===== config.mk =====
export PLATFORM = sky130hd
export DESIGN_NAME = i2c_slave_regs
export DESIGN_NICKNAME = d
export VERILOG_FILES = /design/src/rtl/i2c_pkg.sv /design/src/rtl/i2c_line_filter.sv /design/src/rtl/i2c_slave_regs.sv
export SDC_FILE = /design/constraint.sdc
export NUM_CORES = 1
export LEC_CHECK = 0
export BUFFER_PORTS_ARGS = -buffer_cell sky130_fd_sc_hd__buf_2
export CAP_MARGIN = 0
export CORE_ASPECT_RATIO = 0.5
export CORE_MARGIN = 1.5
export CORE_UTILIZATION = 35
export CTS_CLUSTER_SIZE = 24
export DETAILED_ROUTE_END_ITERATION = 8
export GPL_ROUTABILITY_DRIVEN = 0
export SETUP_SLACK_MARGIN = 0.3
export SYNTH_ARGS = -nofsm -noshare
export SYNTH_HDL_FRONTEND = slang
export SYNTH_SLANG_ARGS = --single-unit

===== constraint.sdc =====
create_clock -name clk -period 2.3 [get_ports clk]
set_clock_uncertainty 0.05 [all_clocks]
set_input_delay 0.46 -clock clk [delete_from_list [all_inputs] [get_ports clk]]
set_output_delay 0.46 -clock clk [all_outputs]
set_load 0.03 [all_outputs]

===== src/rtl/i2c_pkg.sv =====
// Shared types and constants for the register-pointer I2C target.
package i2c_pkg;

  typedef enum logic [3:0] {
    StIdle,
    StAddr,
    StAddrAck,
    StPtr,
    StPtrAck,
    StWdata,
    StWdataAck,
    StRdata,
    StRack,
    StIgnore
  } i2c_state_t;

  localparam logic ACK      = 1'b0;
  localparam logic NACK     = 1'b1;
  localparam logic RW_READ  = 1'b1;
  localparam logic RW_WRITE = 1'b0;

endpackage


===== src/rtl/i2c_line_filter.sv =====
// Synchroniser, stability filter and edge pulses for one open-drain bus line.
module i2c_line_filter #(
  parameter int unsigned FILT = 3
) (
  input  logic clk,
  input  logic RESET_N,
  input  logic line,
  output logic level,
  output logic rise,
  output logic fall
);

  localparam int unsigned CW = (FILT > 1) ? $clog2(FILT) : 1;

  logic          sync1, sync2, prev;
  logic [CW-1:0] cnt;

  // Idle bus lines are high, so reset to 1 to avoid a spurious edge on release.
  always_ff @(posedge clk) begin
    if (!RESET_N) begin
      sync1 <= 1'b1;
      sync2 <= 1'b1;
      level <= 1'b1;
      prev  <= 1'b1;
      cnt   <= '0;
    end else begin
      sync1 <= line;
      sync2 <= sync1;
      prev  <= level;
      if (sync2 == level) begin
        cnt <= '0;
      end else if (cnt == CW'(FILT - 1)) begin
        level <= sync2;
        cnt   <= '0;
      end else begin
        cnt <= cnt + CW'(1);
      end
    end
  end

  assign rise = level & ~prev;
  assign fall = ~level & prev;

endmodule


===== src/rtl/i2c_slave_regs.sv =====
// Clk-oversampled I2C target: address match, pointer byte, auto-increment reads and writes.
module i2c_slave_regs
  import i2c_pkg::*;
#(
  parameter logic [6:0]  SLAVE_ADDR = 7'h05,
  parameter int unsigned REG_AW     = 4,
  parameter int unsigned FILT       = 3
) (
  input  logic              clk,
  input  logic              RESET_N,
  input  logic              scl_i,
  input  logic              sda_i,
  output logic              sda_oe,
  output logic              wr_en,
  output logic [REG_AW-1:0] wr_addr,
  output logic [7:0]        wr_data,
  output logic [REG_AW-1:0] rd_addr,
  input  logic [7:0]        rd_data,
  output logic              busy
);

  logic scl, scl_rise, scl_fall;
  logic sda, sda_rise, sda_fall;
  logic start_cond, stop_cond;

  i2c_line_filter #(.FILT(FILT)) u_scl_filt (
    .clk    (clk),
    .RESET_N(RESET_N),
    .line   (scl_i),
    .level  (scl),
    .rise   (scl_rise),
    .fall   (scl_fall)
  );

  i2c_line_filter #(.FILT(FILT)) u_sda_filt (
    .clk    (clk),
    .RESET_N(RESET_N),
    .line   (sda_i),
    .level  (sda),
    .rise   (sda_rise),
    .fall   (sda_fall)
  );

  assign start_cond = sda_fall & scl;
  assign stop_cond  = sda_rise & scl;

  i2c_state_t        state;
  logic [2:0]        bit_cnt;
  logic [7:0]        shreg;
  logic [REG_AW-1:0] ptr;
  logic              rw;
  logic              ack_phase;  // ACK states: SDA already driven; RACK: master acked
  logic [7:0]        byte_in;

  assign byte_in = {shreg[6:0], sda};
  assign rd_addr = ptr;

  always_ff @(posedge clk) begin
    if (!RESET_N) begin
      state     <= StIdle;
      bit_cnt   <= '0;
      shreg     <= '0;
      ptr       <= '0;
      rw        <= RW_WRITE;
      ack_phase <= 1'b0;
      sda_oe    <= 1'b0;
      wr_en     <= 1'b0;
      wr_addr   <= '0;
      wr_data   <= '0;
      busy      <= 1'b0;
    end else begin
      wr_en <= 1'b0;
      if (start_cond) begin
        state   <= StAddr;
        bit_cnt <= '0;
        sda_oe  <= 1'b0;
        busy    <= 1'b1;
      end else if (stop_cond) begin
        state  <= StIdle;
        sda_oe <= 1'b0;
        busy   <= 1'b0;
      end else begin
        unique case (state)
          StIdle: ;
          StAddr, StPtr, StWdata: begin
            if (scl_rise) begin
              shreg   <= byte_in;
              bit_cnt <= bit_cnt + 3'd1;
              if (bit_cnt == 3'd7) begin
                ack_phase <= 1'b0;
                if (state == StAddr) begin
                  rw    <= byte_in[0];
                  state <= (byte_in[7:1] == SLAVE_ADDR) ? StAddrAck : StIgnore;
                end else if (state == StPtr) begin
                  ptr   <= byte_in[REG_AW-1:0];
                  state <= StPtrAck;
                end else begin
                  wr_en   <= 1'b1;
                  wr_addr <= ptr;
                  wr_data <= byte_in;
                  ptr     <= ptr + REG_AW'(1);
                  state   <= StWdataAck;
                end
              end
            end
          end
          StAddrAck, StPtrAck, StWdataAck: begin
            // First SCL fall drives ACK, second one ends the ACK bit.
            if (scl_fall) begin
              if (!ack_phase) begin
                sda_oe    <= ~ACK;
                ack_phase <= 1'b1;
              end else begin
                ack_phase <= 1'b0;
                bit_cnt   <= '0;
                if (state == StAddrAck && rw == RW_READ) begin
                  sda_oe <= ~rd_data[7];
                  shreg  <= {rd_data[6:0], 1'b0};
                  state  <= StRdata;
                end else begin
                  sda_oe <= 1'b0;
                  state  <= (state == StAddrAck) ? StPtr : StWdata;
                end
              end
            end
          end
          StRdata: begin
            if (scl_fall) begin
              bit_cnt <= bit_cnt + 3'd1;
              if (bit_cnt == 3'd7) begin
                sda_oe    <= 1'b0;
                ptr       <= ptr + REG_AW'(1);
                ack_phase <= 1'b0;
                state     <= StRack;
              end else begin
                sda_oe <= ~shreg[7];
                shreg  <= {shreg[6:0], 1'b0};
              end
            end
          end
          StRack: begin
            if (scl_rise) begin
              if (sda == NACK) state <= StIgnore;
              else             ack_phase <= 1'b1;
            end else if (scl_fall && ack_phase) begin
              ack_phase <= 1'b0;
              bit_cnt   <= '0;
              sda_oe    <= ~rd_data[7];
              shreg     <= {rd_data[6:0], 1'b0};
              state     <= StRdata;
            end
          end
          StIgnore: sda_oe <= 1'b0;
          default:  state <= StIdle;
        endcase
      end
    end
  end

endmodule

==> impl_metrics.tcl, run 1 <==
set metrics [dict create \
    clock_path_buffers 2 \
    seqPwrFrac_pct 48.0 \
    clk_pin_slew_ns 0.07 \
    track_usage_pct 17.77 \
    drv_cap 0 \
    core_um2 6832 \
    firstDrtPassIters 5 \
    synthCells 275 \
    yosysMostFrequentCell "dfxtp_1" \
    fin_crit_sh_pct 86.72 \
    syn2layout_area_growth_pct 30.19 \
    num_antenna_cells 0 \
    clockPowerShare_pct 49.2 \
    path_cells "buf_6, nor3_1, nand3_1, o21ai_2, o2111a_2, a21oi_1, a311oi_1" \
    hold_buffers 0 \
    synth_nets 292 \
    drt_iter0_markers 142 \
    ir_drop_uv 434.0 \
    grt_max_degree 18 \
    crit_path_top_delay_cell "dfxtp_2" \
    synth_area_um2 2536 \
    synth_edf_count 0 \
    p_int_mw 1.371 \
    p_leak_nw 1.221 \
    setup_ws_ns 0.3053 \
    drc 0 \
    initial_core_util_pct 37.12 \
    synth_async_sr_flop_share_pct 0 \
    p_comb_share_pct 2.8 \
    drive_above_1_share_pct 33.74 \
    hold_path_class "primary input to flop" \
    relSlewSlack_pct 70.44 \
    rsz0062_at_grt "true" \
    synth_common_cells "dfxtp_1 (48), nor2_1 (30), mux2i_1 (25)" \
    tightest_slew_ns 0.4375 \
    viasPerCell 5.501 \
    crit_family "compound AO/OA/AOI/OAI gates" \
    crit_type "flop to flop" \
    pre_cts_ws_ns 0.1010 \
    cts_tree "built" \
    ys_seq_area_share_pct 37.89 \
    syn_area_per_cell_um2 9.222 \
    slowest_delay_ns 0.37 \
    overflow 0 \
    die_w_um 123.4 \
    start_kind "flop" \
    setup_viol 0 \
    yosys_register_bits 48 \
    swShare_pct 21.44 \
    num-nets-final 345 \
    critical_path_buf_inv_count 1 \
    antenna_found_initial 0 \
    critPathMaxFanout 16 \
    fillCellCount 643 \
    ys.flop_type "dfxtp_1" \
    postRouteAntennaNets 0 \
    hold_violations 0 \
    dieArea_um2 7797 \
    wl_mm 6.766 \
    power_density_nw_per_um2 528.6 \
    root_buffer "clkbuf_16" \
    slew_viol_final 0 \
    setup_tns_ns 0 \
    grt_pass1_vias 2112 \
    synth_largest_area_cell "dfxtp_1" \
    via_count 2316 \
    worstPathArrival_ns 2.14 \
    portBuffers 30 \
    wl_per_cell_um 16.07 \
    run_status "finished clean" \
    h-tree-depth 2 \
    required_ns 2.44 \
    p_sw_mw 0.3743 \
    insertion_delay_ns 0.29 \
    synth_top_area_share_pct 37.89 \
    ys_types 62 \
    grt_pass1_wl_mm 10.76 \
    chipHeight_um 63.19 \
    yosys_warnings 0 \
    cts.sinks 48 \
    rows 21 \
    io-pin-count 31 \
    dp_hpwl_mm 4.254 \
    cts-buffers-inserted 5 \
    max_freq_mhz 501.3 \
    cp-end-kind "flop" \
    synth.area.top_cells "dfxtp_1 (38%), mux2i_1 (9.9%), nor2_1 (4.4%)" \
    fin_crit_ns 1.995 \
]
## sequential cells by signal, summed over array words and instances, names as in the netlist, 2 cells and up
signal and cells:
wr_addr 4, state 4, u_sda_filt.cnt 2, shreg 8
u_scl_filt.cnt 2, bit_cnt 3, wr_data 8, rd_addr 4
## logic make-up after synthesis
| family | Yosys count | share of synthesized area, % |
|---|---|---|
| fa+ha+maj | 6 | 2.911 |
| flops | 48 | 37.89 |
| simple gates | 102 | 22.35 |
| buf+inv | 26 | 5.574 |
| compound gates | 64 | 19.93 |
| mux | 26 | 10.31 |
| xor+xnor | 3 | 1.036 |
## area by class of cell
cell class                 count  area, µm²  area share, %
multi-input combinational    204       1585          48.01
clock inverter                 3      46.29          1.402
tap                           92      115.1          3.486
clock buffer                   5      125.1          3.789
timing repair buffer          60      419.2          12.69
sequential                    48      977.2          29.59
inverter                       9      33.78          1.023
## cells in the final DEF, fill, tap and decap left out, types with 5 or more instances in the layout
| cell type | n |
|---|---|
| mux2i_1 | 25 |
| nor3_1 | 9 |
| nand2_1 | 14 |
| nor2_1 | 29 |
| inv_1 | 6 |
| buf_4 | 25 |
| buf_2 | 30 |
| a21oi_1 | 20 |
| a311oi_1 | 7 |
| nand2b_1 | 13 |
| dfxtp_1 | 41 |
| clkbuf_16 | 5 |
## path summary, 6_finish.rpt
check | from | to | slack (ns) | depth (start not counted)
worst min-delay path | sda_i | u_sda_filt.sync1$_SDFF_PN1_ | 0.30 | 2
worst min register to register | u_sda_filt.sync1$_SDFF_PN1_ | u_sda_filt.sync2$_SDFF_PN1_ | 0.36 | 1
worst max-delay path | state[2]$_SDFFE_PP0P_ | shreg[7]$_SDFFE_PN0P_ | 0.31 | 7
worst max register to register | state[2]$_SDFFE_PP0P_ | shreg[7]$_SDFFE_PN0P_ | 0.31 | 7
## metal layers
metal,vias to the layer above,wire (µm),track usage [%]
met3,10,346,4.348
met2,73,3088,27.64
li1,1116,-,-
met1,1117,3242,24.43
met4,0,88,5.029
met5,-,0,0
## per-stage QoR
stage	utilization, %	hold WS [ns]	total power [mW]	instance area (µm²)	cells
2_1_floorplan	-	0.3363	0.8861	2536	275
3_3_place_gp	41.04	0.3401	0.9058	2804	393
3_5_place_dp	41.04	0.3497	0.9067	2804	393
4_1_cts	45.59	0.2936	1.763	3114	405
5_1_grt	48.33	0.3018	1.817	3302	421
6_report	48.33	0.2954	1.745	3302	421
## power groups by stage
stage | Clock, mW | Sequential [mW] | Combinational (mW)
after global placement | 0 | 0.860 | 0.0455
final | 0.859 | 0.838 | 0.0486
after detailed placement | 0 | 0.861 | 0.0462
after global routing | 0.924 | 0.838 | 0.0543
after floorplan | 0 | 0.859 | 0.0268
after CTS | 0.876 | 0.840 | 0.0476
## repair_timing
action                                  in CTS  in global routing
endpoints found under the setup margin      32                 32
buffers inserted                             1                 15
pin swaps                                    2                 13
cloned                                       3                  1
gates resized for setup                     17                 21
Note: power is estimated with default switching activity, not from simulation.
==> run 2: changes to the inputs <==
Clock period 2.3 ns to 2.25 ns, I/O delays scaled along.
==> impl_metrics.tcl, run 2 (same netlist as run 1, synthesis figures left out) <==
set metrics [dict create \
    clock_path_buffers 2 \
    cts-buffers-inserted 5 \
    placed_area_um2 2844 \
    power_mw 1.896 \
    root_buffer "clkbuf_16" \
    start_kind "flop" \
    wl_mm 7.066 \
    antenna_found_initial 0 \
    setup_viol 0 \
    p_leak_nw 1.265 \
    initial_core_util_pct 37.12 \
    viasPerCell 5.554 \
    core_um2 6832 \
    relSlewSlack_pct 66.11 \
    tightest_slew_ns 0.5030 \
    finish.utilization_pct 50.22 \
    wl_per_cell_um 16.59 \
    rows 21 \
    power_density_nw_per_um2 552.7 \
    cp-end-kind "flop" \
    drt_iter0_markers 138 \
    firstDrtPassIters 4 \
    hold_buffers 0 \
    fillCellCount 620 \
    drive_above_1_share_pct 36.53 \
    whs_ns 0.2838 \
    grt_pass1_wl_mm 11.22 \
    dieArea_um2 7797 \
    h-tree-depth 2 \
    hold_violations 0 \
    dr_wl_met2_mm 3.162 \
    drv_cap 0 \
    max_freq_mhz 499.0 \
    clk_pin_slew_ns 0.07 \
    met3_length_um 491 \
    worstPathArrival_ns 2.13 \
    io-pin-count 31 \
    num-nets-final 350 \
    layout_commonest_cell "dfxtp_1" \
    chipHeight_um 63.19 \
    crit_family "simple AND/OR/NAND/NOR gates" \
    seqCellArea_um2 975.9 \
    critPathMaxFanout 11 \
    path_cells "mux2i_4, nand2_1, and4_4, or4_4, o211ai_1, o31ai_1" \
    slowest_delay_ns 0.49 \
    multi_input_area_um2 1584 \
    drc 0 \
    track_usage_pct 18.43 \
    fin_crit_sh_pct 89.07 \
    cts_tree "built" \
    insertion_delay_ns 0.29 \
    crit_type "flop to flop" \
    fin_crit_ns 2.004 \
    wl_met1_mm 3.262 \
    reg_top3 "shreg x8, wr_data x8" \
    postRouteAntennaNets 0 \
    cts.sinks 48 \
    run_status "finished clean" \
    die_w_um 123.4 \
    dp_hpwl_mm 4.307 \
    overflow 0 \
    rsz0062_at_grt "true" \
    setup_tns_ns 0 \
    grt_pass1_vias 2261 \
    grt_max_degree 19 \
    maxUsedRoutingLayer "met4" \
    num_antenna_cells 0 \
    final_cell_mix "dfxtp_1 (40), buf_2 (30), nor2_1 (28)" \
    required_ns 2.37 \
    critical_path_buf_inv_count 0 \
    syn2layout_area_growth_pct 35.27 \
    crit_path_top_delay_cell "or4_4" \
    portBuffers 30 \
    design_area_um2 3431 \
    ir_drop_uv 506.3 \
    hold_path_class "primary input to flop" \
    via_count 2366 \
    slew_viol_final 0 \
]
-- run 2: changes by cell type in the layout (fill, tap and decap cells not counted), moves of 2 or more --
cell / before / now
buf_12: 1 / 5
buf_4: 25 / 27
buf_6: 3 / 0
dfxtp_2: 4 / 6
mux2i_1: 25 / 23
-- run 2: power by group --
group | internal [mW] | switching (mW) | leakage [nW]
combinational | 0.0236 | 0.0311 | 0.780
sequential | 0.853 | 0.00420 | 0.391
clock | 0.641 | 0.343 | 0.0944
total | 1.52 | 0.378 | 1.26
-- run 2: worst paths after layout --
path | start | endpoint | cells after the start | slack [ns]
worst max register to register | state[2]$_SDFFE_PP0P_ | rd_addr[2]$_SDFFE_PN0P_ | 6 | 0.25
worst min-delay path | scl_i | u_scl_filt.sync1$_SDFF_PN1_ | 2 | 0.28
worst max-delay path | state[2]$_SDFFE_PP0P_ | rd_addr[2]$_SDFFE_PN0P_ | 6 | 0.25
worst min register to register | u_scl_filt.sync1$_SDFF_PN1_ | u_scl_filt.sync2$_SDFF_PN1_ | 1 | 0.36
-- run 2: cell type report --
type / count / share of cell area (%)
clock buffer: 5 / 3.647
sequential: 48 / 28.45
inverter: 9 / 0.9847
timing repair buffer: 65 / 15.39
clock inverter: 3 / 2.006
multi-input combinational: 204 / 46.17
tap: 92 / 3.355
-- run 2: metrics by stage --
step	instances	setup slack (ns)
final	426	0.2460
after global routing	426	0.1789
after CTS	415	0.2420
after detailed placement	394	0.1004
after global placement	394	0.1777
after floorplan	275	0.3074
-- run 2: per-layer routing --
metal	global-route usage, %	vias to the layer above
met5	0	-
met4	7.328	0
met3	4.620	18
met2	28.26	89
met1	24.75	1128
li1	-	1131
-- run 2: repair_timing --
item / CTS / global route
resized for setup: 17 / 21
pin swaps: 6 / 10
gates cloned: 4 / 1
endpoints found under the hold margin: 0 / 0
endpoints found under the setup margin: 32 / 33
buffers inserted: 9 / 10
==> run 3: changes to the inputs <==
Settings changed: RECOVER_POWER set to 50.
==> impl_metrics.tcl, run 3 (same netlist as run 1, synthesis figures left out) <==
set metrics [dict create \
    setup_viol 0 \
    portBuffers 30 \
    postRouteAntennaNets 0 \
    run_status "finished clean" \
    power_mw 1.894 \
    firstDrtPassIters 4 \
    rows 21 \
    p_int_mw 1.518 \
    swShare_pct 19.86 \
    setup_ws_ns 0.2511 \
    drive_above_1_share_pct 30.54 \
    viasPerCell 5.559 \
    num-nets-final 350 \
    initial_core_util_pct 37.12 \
    dp_hpwl_mm 4.307 \
    antenna_found_initial 0 \
    r2r_slack_ns 0.25 \
    hold_path_class "primary input to flop" \
    via_count 2368 \
    syn2layout_area_growth_pct 34.29 \
    rsz0062_at_grt "true" \
    crit_path_top_delay_cell "or4_4" \
    cts-buffers-inserted 5 \
    start_kind "flop" \
    grt_pass1_vias 2261 \
    cp-end-kind "flop" \
    cts_tree "built" \
    design_area_um2 3406 \
    insertion_delay_ns 0.29 \
    hold_buffers 0 \
    max_freq_mhz 500.3 \
    drv_cap 0 \
    required_ns 2.37 \
    pre_cts_ws_ns 0.1004 \
    dp.cells 394 \
    fillCellCount 632 \
    tightest_slew_ns 0.7526 \
    slowest_delay_ns 0.48 \
    grt_pass1_wl_mm 11.22 \
    wl_per_cell_um 16.54 \
    io-pin-count 31 \
    clk_pin_slew_ns 0.07 \
    reg_top3 "shreg x8, wr_data x8" \
    fin_crit_sh_pct 88.84 \
    p_leak_nw 1.178 \
    chipHeight_um 63.19 \
    root_buffer "clkbuf_16" \
    fin_crit_ns 1.999 \
    setup_tns_ns 0 \
    drt_iter0_markers 159 \
    clockPowerShare_pct 51.9 \
    stdcell_count 426 \
    p_sw_mw 0.3760 \
    relSlewSlack_pct 49.83 \
    seqPwrFrac_pct 45.3 \
    cts.sinks 48 \
    placed_area_um2 2844 \
    p_comb_share_pct 2.9 \
    hold_violations 0 \
    track_usage_pct 18.43 \
    slew_viol_final 0 \
    drc 0 \
    worstPathArrival_ns 2.12 \
    core_um2 6832 \
    power_density_nw_per_um2 556.0 \
    wl_mm 7.047 \
    final_cell_mix "dfxtp_1 (40), nor2_1 (28), buf_4 (27)" \
    crit_type "flop to flop" \
    h-tree-depth 2 \
    layout_commonest_cell "dfxtp_1" \
    dieArea_um2 7797 \
    critical_path_buf_inv_count 0 \
    crit_family "simple AND/OR/NAND/NOR gates" \
    critPathMaxFanout 11 \
    num_antenna_cells 0 \
    ir_drop_uv 506.5 \
    grt_max_degree 19 \
    clock_path_buffers 2 \
    path_cells "mux2i_4, nand2_1, and4_4, or4_4, o211ai_1, o31ai_1" \
    die_w_um 123.4 \
    overflow 0 \
]
## run 3: cell count changes in the layout (fill, tap and decap cells not counted)
cell / change
buf_2: -20
clkbuf_1: +20
## run 3: timing repair
item,4_1_cts,5_1_grt
endpoints found under the hold margin,0,0
endpoints found under the setup margin,32,33
setup buffers,9,10
cloned,4,1
pin swaps,6,10
gates resized for setup,17,21
## run 3: layout make-up
class / count / area, µm² / area share (%)
Multi-Input combinational cell: 204 / 1584 / 46.51
Sequential cell: 48 / 975.9 / 28.66
Timing Repair Buffer: 65 / 503.0 / 14.77
Clock buffer: 5 / 125.1 / 3.674
Tap cell: 92 / 115.1 / 3.380
Clock inverter: 3 / 68.82 / 2.021
Inverter: 9 / 33.78 / 0.9919
## run 3: path summary, 6_finish.rpt
path	end	cells past startpoint	startpoint
max	rd_addr[2]$_SDFFE_PN0P_	6	state[2]$_SDFFE_PP0P_
min	u_scl_filt.sync1$_SDFF_PN1_	2	scl_i
max reg2reg	rd_addr[2]$_SDFFE_PN0P_	6	state[2]$_SDFFE_PP0P_
min reg2reg	u_scl_filt.sync2$_SDFF_PN1_	1	u_scl_filt.sync1$_SDFF_PN1_
## run 3: stage by stage
stage	hold slack, ns	util (%)
floorplan	0.3363	-
global placement	0.3400	41.63
detailed placement	0.3433	41.63
CTS	0.2853	47.69
global route	0.2969	49.85
finish	0.2853	49.85
## run 3: metal layers
layer  part of all wire [%]  track usage [%]  wire length, µm  vias up
li1                       -                -                -     1130
met1                     46            24.75             3211     1124
met2                     45            28.26             3190       98
met3                    7.2            4.620              509       16
met4                    1.9            7.328              135        0
met5                      0                0                0        -
## run 3: power by group through the flow
stage | combinational (mW) | clock (mW) | sequential (mW)
finish | 0.0541 | 0.982 | 0.857
floorplan | 0.0274 | 0 | 0.878
CTS | 0.0528 | 0.990 | 0.860
detailed placement | 0.0485 | 0 | 0.879
global route | 0.0595 | 1.03 | 0.858
global placement | 0.0484 | 0 | 0.879
